$ cat src/rtl/tdm_demultiplexer2.sv
// Two-lane TDM receiver: splits an interleaved serial stream into two WIDTH-bit
// words (even slots -> out0, odd slots -> out1, MSB first) with a valid pulse.
module tdm_demultiplexer2 #(
  parameter int WIDTH = 4
) (
  input  logic             clk,
  input  logic             rst_n,
  input  logic             in,
  input  logic             en,
  input  logic             frame,
  output logic [WIDTH-1:0] out0,
  output logic [WIDTH-1:0] out1,
  output logic             valid,
  output logic             err,
  output logic             busy
);

  localparam int CW = (WIDTH > 2) ? $clog2(WIDTH) : 1;
  localparam logic [CW-1:0] LAST = CW'(WIDTH - 1);

  typedef enum logic {IDLE = 1'b0, RECV = 1'b1} state_t;

  state_t           state;
  state_t           state_nxt;
  logic             slot;
  logic [CW-1:0]    count;
  logic [WIDTH-1:0] sh0;
  logic [WIDTH-1:0] sh1;
  logic             last_bit;

  // The sampled bit that completes a frame: lane1 slot of the final bit pair.
  assign last_bit = en && (state == RECV) && !frame && slot && (count == LAST);

  always_ff @(posedge clk) begin
    if (!rst_n) state <= IDLE;
    else        state <= state_nxt;
  end

  always_comb begin
    state_nxt = state;
    case (state)
      IDLE:    if (en && frame) state_nxt = RECV;
      RECV:    if (last_bit)    state_nxt = IDLE;
      default: state_nxt = IDLE;
    endcase
  end

  always_comb begin
    busy = (state == RECV);
  end

  always_ff @(posedge clk) begin
    if (!rst_n) begin
      out0  <= '0;
      out1  <= '0;
      valid <= 1'b0;
      err   <= 1'b0;
      slot  <= 1'b0;
      count <= '0;
      sh0   <= '0;
      sh1   <= '0;
    end else begin
      valid <= 1'b0;
      err   <= 1'b0;
      if (en) begin
        if (frame) begin
          // A marker always starts a fresh frame; inside RECV it also flags resync.
          sh0   <= {sh0[WIDTH-2:0], in};
          slot  <= 1'b1;
          count <= '0;
          err   <= (state == RECV);
        end else if (state == RECV) begin
          if (!slot) begin
            sh0  <= {sh0[WIDTH-2:0], in};
            slot <= 1'b1;
          end else begin
            sh1  <= {sh1[WIDTH-2:0], in};
            slot <= 1'b0;
            if (count == LAST) begin
              out0  <= sh0;
              out1  <= {sh1[WIDTH-2:0], in};
              valid <= 1'b1;
              count <= '0;
            end else begin
              count <= count + 1'b1;
            end
          end
        end
      end
    end
  end

endmodule
$ cat config.mk
export PLATFORM = sky130hd
export DESIGN_NAME = tdm_demultiplexer2
export DESIGN_NICKNAME = d
export VERILOG_FILES = /design/src/rtl/tdm_demultiplexer2.sv
export SDC_FILE = /design/constraint.sdc
export NUM_CORES = 1
export LEC_CHECK = 0
export BUFFER_PORTS_ARGS = -buffer_cell sky130_fd_sc_hd__buf_4
export CORE_ASPECT_RATIO = 0.9
export CORE_MARGIN = 5
export CORE_UTILIZATION = 52
export CTS_CLUSTER_SIZE = 25
export DETAILED_ROUTE_END_ITERATION = 8
export GPL_TIMING_DRIVEN = 0
export MAX_ROUTING_LAYER = met4
export PLACE_DENSITY_LB_ADDON = 0.15
export SYNTH_ARGS = -nofsm -noshare
export SYNTH_HDL_FRONTEND = slang
export SYNTH_SLANG_ARGS = --single-unit
$ cat constraint.sdc
create_clock -name clk -period 2.48 [get_ports clk]
set_input_delay 0.496 -clock clk [delete_from_list [all_inputs] [get_ports clk]]
set_output_delay 0.496 -clock clk [all_outputs]
set_load 0.02 [all_outputs]
==> summary.md <==
| Metric | Value |
|---|---|
| Synthesis Warnings | `0` |
| DRC viols | `0` |
| Die span in y | `47.69 µm` |
| Commonest cells after routing, fill and taps aside | `21 x dfxtp_1, 18 x nand2_1, 15 x mux2i_1` |
| H-Tree Depth | `1` |
| Chip width | `51.88 µm` |
| GRT Total Usage | `14.24%` |
| Achievable Freq | `679.8 MHz` |
| Cell accounting for the most synthesized area | `dfxtp_1` |
| Final setup fails | `0` |
| CTS Sinks | `21` |
| Outcome | `finished clean` |
| Relative slew slack | `68.06%` |
| First-pass GRT wire length | `2428 µm` |
| Hold buffers post-CTS | `0` |
| VDD IR max | `541.8 µV` |
| Worst min path class | `register to register` |
| Detailed Place HPWL | `1031 µm` |
| Critical path type | `register to output pin` |
| FILL cells | `133` |
| CP Max Fanout | `7` |
| Clock transition at the registers of the reported paths | `0.11 ns` |
| CTS tree | `done` |
| Largest cells by area after synthesis | `dfxtp_1 51%, mux2i_1 18%, nand2_1 8.2%` |
| Maxcap violations | `0` |
| Synth cell types | `20` |
| Count of pins over their slew limit | `0` |
| Routed vias/inst | `5.246` |
| Final Util | `66.32%` |
| Startpoint types | `register` |
| Vias in the first global route | `554` |
| Post-Syn Area per Cell | `10.13 µm²` |
| Initial cell density of the core | `56.07%` |
| RSZ-0062 raised after global routing | `false` |
| Post-Route WL | `1386 µm` |
| Area Overhead vs Synth | `18.29%` |
| Static leakage | `0.4450 nW` |
| Syn_nets | `87` |
| Share of cells above drive strength 1 | `20.20%` |
| Vias post-DR | `598` |
| Remaining Overflow, GRT | `0` |
| Least-Margin Pin Slew | `0.4759 ns` |
| Placed Cells | `110` |
| CORE AREA | `1464 µm²` |
| Period utilisation layout | `59.32%` |
| Final Worst Setup Slack | `1.009 ns` |
| Largest net degree at the start of global routing | `12` |
| Mapped Area | `820.8 µm²` |
| Crit-path max cell delay | `0.48 ns` |
| CP max stage cell | `dfxtp_1` |
| Cell row count | `13` |
| Antenna Cells | `0` |
| Worst path cell trace | `buf_4` |
| Register area share after synthesis | `51.22%` |
| Net count, final | `106` |
| TritonCTS buffer count | `3` |
| Final Wtd Congestion | `0.7608` |
| Fin. Hold Viols | `0` |
| Post-CTS sizing | `0` |
| Most common cell after layout, fill and taps aside | `dfxtp_1` |
| Min cycle time layout | `1.471 ns` |
| Num ports | `16` |
| Post-DRT Antenna Nets | `0` |
| Pwr Density | `555.0 nW/µm²` |
| Area share of the leading cell type in the synthesized netlist | `51.22%` |
| Postcts setup bufs | `0` |
| Worst Path Arrival | `0.98 ns` |
| Mapped Cells | `81` |
| Buf/Inv on CP | `1` |
| Initial antenna violation count | `0` |
| Die area | `2474 µm²` |
| Drt wl/cell | `12.16 µm` |
| TritonRoute pass-1 iters | `2` |
| Worst path required time | `1.98 ns` |
| Setup tns final | `0 ns` |
| Root buffer cell | `clkbuf_4` |
| Synthesized flop and latch total | `21` |
| Buffers on Ports | `14` |
| Max clock buf depth | `2` |
| Worst skew pair latency | `0.29 ns` |
| Pre-CTS WS | `0.9578 ns` |
| CP delay by family, top | `flip-flops` |
| Clk_skew | `0.001553 ns` |
| Post-route insts no fill | `114` |
| Iteration-0 DRC count of the detailed router | `5` |
| Critical path capture point type | `output pin` |
==> path summary, 6_finish.rpt <==
path / to / cells past startpoint / slack (ns) / from
setup / recovery: busy / 1 / 1.01 / busy
hold / removal: out1[1] / 2 / 0.47 / out1[1]
setup reg to reg: sh0[3] / 3 / 1.11 / slot
hold reg to reg: out1[1] / 2 / 0.47 / out1[1]
==> power by group <==
part	total (mW)	leakage (nW)	internal [mW]	switching (mW)
sequential	0.347	0.170	0.342	0.00490
clock	0.160	0.0150	0.0626	0.0970
combinational	0.0328	0.260	0.0142	0.0186
total	0.539	0.445	0.418	0.120
==> flip-flops by register name (all words and copies together) (netlist names) <==
register,flops
out0,4
out1,4
sh0,4
sh1,3
count,2
busy,1
err,1
slot,1
valid,1
==> layer usage <==
| layer | GRT usage [%] | up-vias | share of wire (%) | routed length [µm] |
|---|---|---|---|---|
| li1 | - | 308 | - | - |
| met1 | 14.18 | 277 | 49 | 673 |
| met2 | 25.31 | 11 | 44 | 616 |
| met3 | 7.165 | 2 | 6.0 | 83 |
| met4 | 3.141 | 0 | 0.87 | 12 |
| met5 | - | - | 0 | 0 |
==> Yosys cell counts (all sizes together) <==
master and instances:
o211ai 1, a21oi 3, nor2b 3, nand4b 1, or2 1, o21ai 4
nor2 1, clkbuf 3, a21boi 1, ha 1, dfxtp 21, mux2i 15
inv 3, and2 1, and2b 1, and4 1, nand2 18, nor3b 1
or3 1
==> final cells by class <==
class                      count  area, µm²  area share [%]
inverter                       3      11.26           1.160
timing repair buffer          14      105.1           10.82
clock buffer                   4      26.28           2.706
multi-input combinational     54      377.9           38.92
tap                           15      18.77           1.933
sequential                    21      420.4           43.30
buffer                         3      11.26           1.160
==> stage by stage <==
| step | hold slack (ns) | power, mW | cell area (µm²) |
|---|---|---|---|
| floorplan | 0.4377 | 0.3739 | 820.8 |
| global placement | 0.4437 | 0.3863 | 944.7 |
| detailed placement | 0.4531 | 0.3870 | 944.7 |
| CTS | 0.4630 | 0.5481 | 970.9 |
| global route | 0.4903 | 0.5680 | 970.9 |
| finish | 0.4663 | 0.5389 | 970.9 |
==> cells by family after synthesis <==
| kind of cell | count (synthesis) | synth area share (%) |
|---|---|---|
| AO/OA/AOI/OAI | 9 | 6.097 |
| adder cells (fa/ha/maj) | 1 | 1.524 |
| buffers and inverters | 6 | 2.744 |
| flip-flops | 21 | 51.22 |
| multiplexers | 15 | 18.29 |
| AND/OR/NAND/NOR | 29 | 20.12 |
==> worst min-delay path, stage by stage, from the launching register on <==
cell     delay (ns)
dfxtp_1        0.32
nand2_1        0.05
mux2i_1        0.05
Power figures use the tool's default switching activity.
